===== src/rtl/protect_stim_pkg.sv =====
// ============================================================================
//  Module      : protect_stim_pkg
//  Description : Shared state encoding, mode constants and the expected-result
//                function for the protected-DUT stimulus sequencer.
//  Revision    : 1.0 - initial release
// ============================================================================
`default_nettype none

package protect_stim_pkg;

    typedef enum logic [2:0] {
        S_IDLE     = 3'd0,
        S_RST_HOLD = 3'd1,
        S_DRIVE    = 3'd2,
        S_WAIT_RSP = 3'd3,
        S_DONE     = 3'd4
    } state_t;

    localparam int MODE_ADD = 0;
    localparam int MODE_SUB = 1;
    localparam int MODE_XOR = 2;

    localparam int K_WIDTH = 16;

    // Operates at the widest supported width; callers truncate to their WIDTH,
    // which gives modulo-2^WIDTH results for all three modes.
    function automatic logic [63:0] expected_fn(input int mode,
                                                input logic [63:0] a,
                                                input logic [63:0] b);
        case (mode)
            MODE_SUB: return a - b;
            MODE_XOR: return a ^ b;
            default:  return a + b;
        endcase
    endfunction

endpackage

`default_nettype wire


===== src/rtl/protect_stim_vecgen.sv =====
// ============================================================================
//  Module      : protect_stim_vecgen
//  Description : Vector index counter and a/b operand stepping registers with
//                a registered last-vector flag.
//  Revision    : 1.0 - initial release
// ============================================================================
`default_nettype none

module protect_stim_vecgen
    import protect_stim_pkg::*;
#(
    parameter int          WIDTH  = 32,
    parameter int          NVEC   = 4,
    parameter logic [63:0] A0     = 64'd5,
    parameter logic [63:0] A_STEP = 64'd1,
    parameter logic [63:0] B0     = 64'd7,
    parameter logic [63:0] B_STEP = 64'd0
) (
    input  logic             clk,
    input  logic             reset_l,
    input  logic             load,
    input  logic             advance,
    output logic [WIDTH-1:0] a,
    output logic [WIDTH-1:0] b,
    output logic             last
);

    localparam logic [K_WIDTH-1:0] c_LAST_K = K_WIDTH'(NVEC - 1);

    logic [K_WIDTH-1:0] r_k;

    always_ff @(posedge clk or negedge reset_l) begin
        if (!reset_l) begin
            r_k  <= '0;
            a    <= '0;
            b    <= '0;
            last <= 1'b0;
        end else if (load) begin
            r_k  <= '0;
            a    <= WIDTH'(A0);
            b    <= WIDTH'(B0);
            last <= (c_LAST_K == '0);
        end else if (advance) begin
            r_k  <= r_k + K_WIDTH'(1);
            a    <= a + WIDTH'(A_STEP);
            b    <= b + WIDTH'(B_STEP);
            last <= ((r_k + K_WIDTH'(1)) == c_LAST_K);
        end
    end

endmodule

`default_nettype wire


===== src/rtl/protect_stim_seq.sv =====
// ============================================================================
//  Module      : protect_stim_seq
//  Description : Drives stepped operand pairs into a DUT over valid/ready and
//                checks each response against an internally computed result.
//  Revision    : 1.0 - initial release
// ============================================================================
`default_nettype none

module protect_stim_seq
    import protect_stim_pkg::*;
#(
    parameter int          WIDTH      = 32,
    parameter int          NVEC       = 4,
    parameter int          MODE       = 0,
    parameter logic [63:0] A0         = 64'd5,
    parameter logic [63:0] A_STEP     = 64'd1,
    parameter logic [63:0] B0         = 64'd7,
    parameter logic [63:0] B_STEP     = 64'd0,
    parameter int          RST_CYCLES = 2,
    parameter int          TIMEOUT    = 16
) (
    input  logic             clk,
    input  logic             reset_l,
    input  logic             start,
    output logic             dut_reset_l,
    output logic             dut_valid,
    input  logic             dut_ready,
    output logic [WIDTH-1:0] dut_a,
    output logic [WIDTH-1:0] dut_b,
    input  logic             rsp_valid,
    input  logic [WIDTH-1:0] rsp_x,
    output logic             busy,
    output logic             done,
    output logic             pass,
    output logic [15:0]      err_count,
    output logic             timeout
);

    localparam int TW = $clog2(TIMEOUT + 1);
    localparam int RW = (RST_CYCLES > 1) ? $clog2(RST_CYCLES) : 1;
    localparam logic [TW-1:0] c_TIMEOUT  = TW'(TIMEOUT);
    localparam logic [RW-1:0] c_RST_LOAD = RW'(RST_CYCLES - 1);

    state_t           r_state;
    logic [TW-1:0]    r_timer;
    logic [RW-1:0]    r_rst_cnt;
    logic [WIDTH-1:0] r_expected;

    logic             w_load;
    logic             w_advance;
    logic             w_last;
    logic             w_mismatch;
    logic [WIDTH-1:0] w_exp;
    logic [15:0]      w_err_inc;

    assign w_load     = start && ((r_state == S_IDLE) || (r_state == S_DONE));
    assign w_advance  = (r_state == S_WAIT_RSP) && rsp_valid && !w_last;
    assign w_exp      = WIDTH'(expected_fn(MODE, 64'(dut_a), 64'(dut_b)));
    assign w_mismatch = (rsp_x != r_expected);
    assign w_err_inc  = (err_count == 16'hFFFF) ? err_count : err_count + 16'd1;

    protect_stim_vecgen #(
        .WIDTH  (WIDTH),
        .NVEC   (NVEC),
        .A0     (A0),
        .A_STEP (A_STEP),
        .B0     (B0),
        .B_STEP (B_STEP)
    ) u_vecgen (
        .clk     (clk),
        .reset_l (reset_l),
        .load    (w_load),
        .advance (w_advance),
        .a       (dut_a),
        .b       (dut_b),
        .last    (w_last)
    );

    always_ff @(posedge clk or negedge reset_l) begin
        if (!reset_l) begin
            r_state     <= S_IDLE;
            r_timer     <= '0;
            r_rst_cnt   <= '0;
            r_expected  <= '0;
            dut_reset_l <= 1'b0;
            dut_valid   <= 1'b0;
            busy        <= 1'b0;
            done        <= 1'b0;
            pass        <= 1'b0;
            err_count   <= '0;
            timeout     <= 1'b0;
        end else begin
            case (r_state)
                S_IDLE, S_DONE: begin
                    if (start) begin
                        r_state     <= S_RST_HOLD;
                        r_rst_cnt   <= c_RST_LOAD;
                        dut_reset_l <= 1'b0;
                        busy        <= 1'b1;
                        done        <= 1'b0;
                        pass        <= 1'b0;
                        err_count   <= '0;
                        timeout     <= 1'b0;
                    end else if ((r_state == S_DONE) && rsp_valid) begin
                        err_count <= w_err_inc;
                        pass      <= 1'b0;
                    end
                end
                S_RST_HOLD: begin
                    if (r_rst_cnt == '0) begin
                        r_state     <= S_DRIVE;
                        dut_reset_l <= 1'b1;
                        dut_valid   <= 1'b1;
                    end else begin
                        r_rst_cnt <= r_rst_cnt - RW'(1);
                    end
                end
                S_DRIVE: begin
                    if (rsp_valid) begin
                        err_count <= w_err_inc;
                    end
                    if (dut_ready) begin
                        r_state    <= S_WAIT_RSP;
                        dut_valid  <= 1'b0;
                        r_expected <= w_exp;
                        r_timer    <= TW'(1);
                    end
                end
                S_WAIT_RSP: begin
                    // A response arriving on the expiry cycle is still checked normally.
                    if (rsp_valid) begin
                        if (w_mismatch) begin
                            err_count <= w_err_inc;
                        end
                        if (w_last) begin
                            r_state <= S_DONE;
                            busy    <= 1'b0;
                            done    <= 1'b1;
                            pass    <= !w_mismatch && (err_count == '0) && !timeout;
                        end else begin
                            r_state   <= S_DRIVE;
                            dut_valid <= 1'b1;
                        end
                    end else if (r_timer == c_TIMEOUT) begin
                        r_state   <= S_DONE;
                        timeout   <= 1'b1;
                        err_count <= w_err_inc;
                        busy      <= 1'b0;
                        done      <= 1'b1;
                        pass      <= 1'b0;
                    end else begin
                        r_timer <= r_timer + TW'(1);
                    end
                end
                default: r_state <= S_IDLE;
            endcase
        end
    end

endmodule

`default_nettype wire


===== config.mk =====
export PLATFORM = sky130hd
export DESIGN_NAME = protect_stim_seq
export DESIGN_NICKNAME = d
export VERILOG_FILES = /design/src/rtl/protect_stim_pkg.sv /design/src/rtl/protect_stim_vecgen.sv /design/src/rtl/protect_stim_seq.sv
export SDC_FILE = /design/constraint.sdc
export NUM_CORES = 1
export LEC_CHECK = 0
export CORE_ASPECT_RATIO = 1.25
export CORE_MARGIN = 5
export CORE_UTILIZATION = 58
export DETAILED_ROUTE_END_ITERATION = 7
export PLACE_DENSITY = 0.9
export SLEW_MARGIN = 15
export SYNTH_ARGS = -nofsm -noshare
export SYNTH_HDL_FRONTEND = slang
export SYNTH_SLANG_ARGS = --single-unit
export TNS_END_PERCENT = 1

===== constraint.sdc =====
create_clock -name clk -period 3.9 [get_ports clk]
set_input_delay 0.39 -clock clk [delete_from_list [all_inputs] [get_ports clk]]
set_output_delay 0.39 -clock clk [all_outputs]
set_load 0.1 [all_outputs]

# Word level (Yosys, flattened, before mapping)
# Cells that the tools add are included.
dict set report word_totals {
  register_bits 144
  inputBits 37
  output_inout_bits 86
  word_cells 122
}
dict set report classes {
  add_sub_neg 6
  eq_ne 21
  muxes 51
  n_reduce_logical 29
}
# op count
set op_table {}
lappend op_table {{2-to-1 mux 16 bit} 9}
lappend op_table {{2-to-1 mux 32 bit} 3}
lappend op_table {{case mux 16 bit (3 select lines)} 1}
lappend op_table {{adder 16 x 1 -> 16 bit, second input constant} 2}
lappend op_table {{adder 32 x 1 -> 32 bit, second input constant} 1}
lappend op_table {{adder 32 bit} 1}
lappend op_table {{inequality test 32 bit} 1}
lappend op_table {{2-to-1 mux 1 bit} 20}
lappend op_table {{AND reduction 4 bit} 5}
lappend op_table {{2-to-1 mux 3 bit} 6}
lappend op_table {{== test 16 bit, second input constant} 1}
lappend op_table {{== test 16 x 2 -> 1 bit, second input constant} 1}
lappend op_table {{zero test 16 bit} 1}
lappend op_table {{inequality test 2 bit, second input constant} 8}
lappend op_table {{2-to-1 mux 5 bit} 3}
lappend op_table {{case mux 1 bit (2 select lines)} 6}
lappend op_table {{case mux 3 bit (4 select lines)} 1}
lappend op_table {{case mux 5 bit (2 select lines)} 1}
lappend op_table {{AND reduction 5 bit} 2}
lappend op_table {{nonzero test 2 bit} 4}
lappend op_table {{== test 3 x 2 -> 1 bit, second input constant} 2}
lappend op_table {{logical AND 1 bit} 6}
lappend op_table {{inequality test 3 x 2 -> 1 bit, second input constant} 2}
lappend op_table {{inequality test 3 bit, second input constant} 2}
lappend op_table {{14 further kinds} 18}

# Logic depth before layout (Yosys ltp)
# Gate-level depths: netlist of the first run.
dict set report logic_depth {
  depth_word 7
  depth_mapped 9
  ltp_nobuf 9
}

# By module
# From an unflattened synthesis of the first run, not the netlist that was laid out.
dict set report hier_totals {
  hier_cells 894
  area_unflattened_um2 7815.0
}
# module n_inst cells_each area_each_um2 seq_area_each_um2
set by_module_without_submodules {}
lappend by_module_without_submodules {protect_stim_seq 1 586 4953.5 1576.5}
lappend by_module_without_submodules {protect_stim_vecgen 1 308 2861.5 1251.2}

# Worst setup path after synthesis of the first run
# No wires, ideal clock.
dict set report synth_timing {
  kind {flip-flop to flip-flop}
  from {register u_vecgen.b[0]}
  to {register r_expected[26]}
  setup_ps 130
  t_arrival_ps 2849
  path_slack_ps 921
  stages_incl_launch_ff 10
  synth_period_minus_slack_ps 2979
  path_cell_list {dfrtp_1 > ha_1 > inv_1 > fa_1 > nor2b_1 > o21ai_1 > or2_1 > nor4_1 > xnor2_1 > o21ai_1}
}
dict set report synth_via {
  elab_chain_len 1
}
# item line_no
set synth_lines {}
lappend synth_lines {{from (decl)} protect_stim_vecgen.sv:24} ;# output logic [WIDTH-1:0] b,
lappend synth_lines {{from (signal assigned)} protect_stim_vecgen.sv:41} ;# b <= WIDTH'(B0);
lappend synth_lines {{from (signal assigned)} protect_stim_vecgen.sv:46} ;# b <= b + WIDTH'(B_STEP);
lappend synth_lines {{adder 32 bit} protect_stim_pkg.sv:33} ;# default: return a + b;
lappend synth_lines {{to (signal assigned)} protect_stim_seq.sv:125} ;# r_expected <= w_exp;
lappend synth_lines {{to (decl)} protect_stim_seq.sv:47} ;# logic [WIDTH-1:0] r_expected;
# No other way between the ends.
# A chain may end at the register's enable or synchronous reset.

# Final worst setup path of the first run
dict set report layout_timing {
  from {register r_state[0]}
  to {register err_count[12]}
}
dict set report layout_via {
  elab_chain_len 4
  word_cells_on_any_way 13
  classes_between {eq/ne (7); mux (1); reduce/logical (5)}
}
# item line_no
set layout_lines {}
lappend layout_lines {{from (decl)} protect_stim_seq.sv:44} ;# state_t r_state;
lappend layout_lines {{from (signal assigned)} protect_stim_seq.sv:81} ;# r_state <= S_IDLE;
lappend layout_lines {{from (signal assigned)} protect_stim_seq.sv:96} ;# r_state <= S_RST_HOLD;
lappend layout_lines {{from (signal assigned)} protect_stim_seq.sv:111} ;# r_state <= S_DRIVE;
lappend layout_lines {{== test 3 bit / zero test 3 bit (equally long branches)} {protect_stim_seq.sv:93, protect_stim_seq.sv:104}}
lappend layout_lines {{OR reduction 2 bit / logical AND 1 bit (equally long branches)} {protect_stim_seq.sv:93, protect_stim_seq.sv:104}}
lappend layout_lines {{inequality test 3 bit (no line) / nonzero test 3 bit (equally long branches)} --}
lappend layout_lines {{AND reduction 5 bit (no line)} --}
lappend layout_lines {{to (signal assigned)} protect_stim_seq.sv:105} ;# err_count <= w_err_inc;
lappend layout_lines {{to (signal assigned)} protect_stim_seq.sv:120} ;# err_count <= w_err_inc;
lappend layout_lines {{to (signal assigned)} protect_stim_seq.sv:133} ;# err_count <= w_err_inc;
lappend layout_lines {{to (decl)} protect_stim_seq.sv:35} ;# output logic [15:0] err_count,
# Several ways; a longest one is shown, not always the timed one.

==> reports/qor.yml, run 1 <==
synth_edf_count: 0
layout-drive-gt1-share: 0.0761
finish.utilization: 0.727
grt_use_total: 0.270
finalHoldViolCount: 0
wl_per_cell_um: 18.1
fillCellCount: 819
drv_slew: 0
grt_overflow: 0
setup_slack_ns: 1.08
start_util: 0.593
clockBufferDepth: 2
dpl_cell_area_um2: 7790
fin_skew_ns: 0.00890
die_h_um: 132
cts_htree_levels: 4
synthesis.area_um2: 6920
vdd_drop_max_mv: 0.345
synth_ff_type: "dfrtp_1"
ant_nets: 0
finalWirelength_mm: 18.9
insertion_delay_ns: 0.42
worstPathRequired_ns: 4.21
worstMarginPinSlew_ns: 1.04
die_area_um2: 14200
vias: 6218
grt_pass1_wl_mm: 30.6
worstSetupPathType: "flop to flop"
finalCritPeriodShare: 0.724
port_buffers: 93
rsz0062_at_grt: "no"
drt-initial-drc-count: 597
grt_antenna_before_repair: 0
stdcell_area_um2: 8490
rows: 44
cp-end-kind: "flop"
dp_hpwl_mm: 13.0
max-cap-violations: 0
status: "complete, no violations"
startpoint_type: "flop"
via_per_inst: 5.97
powerDensity_nw_per_um2: 614
setup_violations: 0
die_w_um: 108
synth_warnings: 0
syn-instance-count: 787
yosys.cell_types.count: 64
slew_headroom: 0.306
synth_seq_area_share: 0.409
synth_area_per_cell_um2: 8.79
syn2layout_area_growth_pct: 22.6
cts-resized-gates: 0
gp_congestion: 0.949
synth_top_cell_area_share: 0.409
async_reset_ff_frac: 1.00
fmax_ghz: 0.354
r2r_setup_slack_ns: 1.08
cts_buffers: 17
synth_top_area_cell: "dfrtp_1"
core-area_um2: 11700
synth_seq_cells: 113
clock-sinks: 113
drtPass1Iterations: 5
cts_tree: "yes"
root_buffer: "clkbuf_16"
cp_max_fo: 19
drc: 0
fin_tns_setup_ns: 0
fin_total_pwr_mw: 5.21
hp-class: "input port to async pin"
fin_nets: 915
ios: 123
grt_max_degree: 64
synth_area_leaders: "dfrtp_1 (41%), xnor2_1 (8.2%), nand2_1 (5.9%)"
clkTransAtPathRegs_ns: 0.06
place_ws_ns: 1.01
arrival_ns: 3.13
fin_crit_ns: 2.82
leakagePower_nw: 3.50
grt_pass1_vias: 5990
n_antenna_cell: 0
per-stage QoR:
| stage | std cells | hold WS, ns |
|---|---|---|
| final | 1041 | 0.469 |
| after CTS | 1041 | 0.490 |
| after global routing | 1041 | 0.518 |
| after floorplan | 815 | 0.0944 |
| after global placement | 1008 | 0.381 |
| after detailed placement | 1008 | 0.384 |
worst max-delay path, cell delays in order (launching register included):
cell and delay [ns]:
dfrtp_1 0.70, and3b_1 0.46, nand4_1 0.14, nor3_1 0.24, nand3_1 0.53, nand3_1 0.28, mux2_2 0.35
flip-flops by register name (all words and copies together), names as in the netlist:
register,flops
busy,1
done,1
dut_reset_l,1
dut_valid,1
err_count,16
pass,1
r_expected,32
r_rst_cnt,1
r_state,3
r_timer,5
timeout,1
u_vecgen.a,32
u_vecgen.b,1
u_vecgen.last,1
u_vecgen.r_k,16
logic make-up after synthesis:
family | Yosys count | share of synthesized area
buf+inv | 80 | 0.0651
fa+ha+maj | 11 | 0.0210
xor+xnor | 93 | 0.118
other cells | 1 | 0.000542
mux | 5 | 0.00777
compound gates | 143 | 0.121
flops | 113 | 0.409
simple gates | 341 | 0.259
layout make-up:
type,count,area (um2),area share
multi-input combinational,622,3750,0.442
sequential,113,2830,0.333
timing repair buffer,98,968,0.114
clock buffer,24,512,0.0603
tap,161,201,0.0237
clock inverter,8,171,0.0202
inverter,15,56.3,0.00664
final timing paths:
check | end | startpoint | cells past startpoint
worst max-delay path | err_count[12] | r_state[0] | 6
worst min-delay path | dut_reset_l | reset_l | 2
worst max register to register | err_count[12] | r_state[0] | 6
worst min register to register | r_expected[7] | r_expected[7] | 2
max in group asynchronous | u_vecgen.a[23] | reset_l | 3
min in group clk | r_expected[7] | r_expected[7] | 2
routing by layer:
layer / share of wire / track usage
met1: 0.40 / 0.354
met2: 0.48 / 0.435
met5: 0 / 0
met4: 0.034 / 0.109
met3: 0.081 / 0.0583
synthesized netlist by cell type, types with 7 or more instances:
cell	n
and3_1	18
a31oi_1	9
inv_1	14
nor4_1	11
nor3_1	20
buf_4	32
nand3_1	32
xnor2_1	65
o21ai_0	67
xor2_1	28
a21oi_1	25
nor2_1	60
buf_2	12
nand4_1	26
or3_1	12
ha_1	10
and4_1	7
nand2_1	108
clkbuf_1	19
dfrtp_1	113
o31ai_1	9
power by group:
part	internal, mW	switching, mW
Sequential	1.35	0.267
Clock	1.23	0.546
Combinational	0.500	1.32
timing repair:
action                                  CTS  global route
hold buffers                              1             0
buffers inserted                          0             0
endpoints found under the setup margin    0             0
endpoints found under the hold margin    35             0
cells in the final DEF, fill, tap and decap left out, types with 25 or more instances in the layout:
master           Yosys  final
nand2_1            108    108
clkdlybuf4s50_1      0     92
dfrtp_1            113    113
xor2_1              28     28
conb_1               1     29
o21ai_0             67     67
a21oi_1             25     25
nor2_1              60     60
xnor2_1             65     65
nand3_1             32     32
nand4_1             26     26
(Power assumes the default switching activity.)
==> inputs of run 2 (changes only) <==
CORE_UTILIZATION = 54   (was 58)
PLACE_DENSITY = 0.85   (was 0.9)
clock period = 2.6 ns   (was 3.9 ns; I/O delays follow)
==> reports/qor.yml, run 2 (synthesized netlist as in run 1, its figures left out) <==
status: "complete, no violations"  # unchanged
fmax_ghz: 0.418  # was 0.354 GHz
post_cts_buffers: 0  # unchanged
r2r-start: "u_vecgen.b[0]"  # was r_state[0]
drc: 0  # unchanged
port_buffers: 93  # unchanged
grt_pass1_wl_mm: 31.1  # was 30.6 mm
cts_htree_levels: 4  # unchanged
die_area_um2: 15200  # was 14200 um2
final_cell_mix: "dfrtp_1 (109), nand2_1 (108), buf_4 (80), o21ai_0 (67), xnor2_1 (65)"  # was dfrtp_1 (113), nand2_1 (108), clkdlybuf4s50_1 (92), o21ai_0 (67), xnor2_1 (65)
cp-end-kind: "flop"  # unchanged
grt_overflow: 0  # unchanged
cts_buffers: 17  # unchanged
slowest_delay_ns: 0.45  # was 0.70 ns
grt_use_total: 0.254  # was 0.270
leakagePower_nw: 3.69  # was 3.50 nW
fin_skew_ns: 0.00738  # was 0.00890 ns
root_buffer: "clkbuf_16"  # unchanged
cts_tree: "yes"  # unchanged
vias: 6412  # was 6218
fin_total_pwr_mw: 7.87  # was 5.21 mW
finalCritPeriodShare: 0.919  # was 0.724
wl_met2_mm: 9.50  # was 9.14 mm
grt_pass1_vias: 6007  # was 5990
clkTransAtPathRegs_ns: 0.05  # was 0.06 ns
via_per_inst: 6.01  # was 5.97
r2r_setup_slack_ns: 0.21  # was 1.08 ns
setup_violations: 0  # unchanged
ios: 123  # unchanged
arrival_ns: 2.68  # was 3.13 ns
grt_max_degree: 67  # was 64
rows: 46  # was 44
core-area_um2: 12700  # was 11700 um2
n_antenna_cell: 0  # unchanged
drv_slew: 0  # unchanged
cp_num_buf_inv: 1  # was 0
die_h_um: 137  # was 132 um
finalHoldViolCount: 0  # unchanged
worstSetupPathType: "flop to flop"  # unchanged
startpoint_type: "flop"  # unchanged
worstReg2RegEnd: "r_expected[26]"  # was err_count[12]
reg_top3: "r_expected x32, u_vecgen.a x32"  # unchanged
path_cells: "ha_1, inv_1, fa_1, nor2b_1, o21ai_2, or2_4, nor4_1, xnor2_1, o21ai_1"  # was and3b_1, nand4_1, nor3_1, nand3_1, nand3_1, mux2_2
gp_congestion: 0.907  # was 0.949
rsz0062_at_grt: "no"  # unchanged
fin_nets: 934  # was 915
top_layer: "met4"  # unchanged
wl_per_cell_um: 18.2  # was 18.1 um
critPathSlowestCell: "dfrtp_4"  # was dfrtp_1
worstPathRequired_ns: 2.89  # was 4.21 ns
drtPass1Iterations: 7  # was 5
whs_ns: 0.255  # was 0.469 ns
worstMarginPinSlew_ns: 0.623  # was 1.04 ns
grt_antenna_before_repair: 0  # unchanged
crit_family: "simple AND/OR/NAND/NOR gates"  # unchanged
layout-drive-gt1-share: 0.166  # was 0.0761
clockBufferDepth: 2  # unchanged
fin_crit_ns: 2.39  # was 2.82 ns
powerDensity_nw_per_um2: 924  # was 614 nW/um2
die_w_um: 111  # was 108 um
syn2layout_area_growth_pct: 23.0  # was 22.6%
slew_headroom: 0.584  # was 0.306
dp_hpwl_mm: 13.4  # was 13.0 mm
vdd_drop_max_mv: 0.561  # was 0.345 mV
max-cap-violations: 0  # unchanged
ant_nets: 0  # unchanged
start_util: 0.547  # was 0.593
fillCellCount: 947  # was 819
finalWirelength_mm: 19.4  # was 18.9 mm
clock-sinks: 113  # unchanged
drt-met1-wl_mm: 7.65  # was 7.57 mm
insertion_delay_ns: 0.42  # about the same
hp-class: "input port to async pin"  # unchanged
final_common_cell: "dfrtp_1"  # unchanged
drt-initial-drc-count: 676  # was 597
reg2regPathDepth: 9  # was 6
cp_max_fo: 7  # was 19
met3_length_mm: 1.55  # was 1.52 mm
-- run 2: power breakdown --
group          switching [mW]  internal (mW)  total (mW)  leakage (nW)
clock network           0.834           1.83        2.66         0.327
registers               0.333           2.03        2.36          1.52
logic                    2.07          0.780        2.85          1.84
-- run 2: final cells by class --
| cell class | count | area [um2] | area share |
|---|---|---|---|
| clock buffers | 24 | 502 | 0.0589 |
| clock inverters | 8 | 171 | 0.0201 |
| inverters | 15 | 56.3 | 0.00661 |
| multi-input cells | 622 | 3760 | 0.442 |
| flip-flops and latches | 113 | 2840 | 0.333 |
| well taps | 168 | 210 | 0.0247 |
| repair buffers | 117 | 981 | 0.115 |
-- run 2: layer usage --
metal | track usage | vias up
met2 | 0.422 | 349
met3 | 0.0584 | 72
met1 | 0.323 | 3085
li1 | - | 2906
met4 | 0.103 | 0
met5 | 0 | -
-- run 2: how the worst max path moves through the flow --
| stage | from | slack, ns | depth (start not counted) | endpoint |
|---|---|---|---|---|
| finish | u_vecgen.b[0] | 0.21 | 9 | r_expected[26] |
| detailed placement | start | 0.16 | 6 | u_vecgen.a[11] |
| global placement | start | 0.21 | 7 | err_count[10] |
| floorplan | u_vecgen.a[0] | -0.04 | 9 | r_expected[26] |
| CTS | u_vecgen.b[0] | 0.12 | 9 | r_expected[20] |
| global route | u_vecgen.b[0] | 0.05 | 9 | r_expected[20] |
-- run 2: repair_timing --
action,4_1_cts,5_1_grt
hold buffers,1,0
endpoints found under the setup margin,0,1
hold endpoints to repair,15,0
resized for setup,0,3
-- run 2: stage by stage --
stage	std cells	setup WS, ns	TNS [ns]	util	cell area (um2)
3_3_place_gp	1034	0.210	0	0.618	7820
4_1_cts	1067	0.120	0	0.672	8500
5_1_grt	1067	0.0510	0	0.673	8520
3_5_place_dp	1034	0.156	0	0.618	7820
6_report	1067	0.210	0	0.673	8520
2_1_floorplan	815	-0.0433	-0.134	-	7030
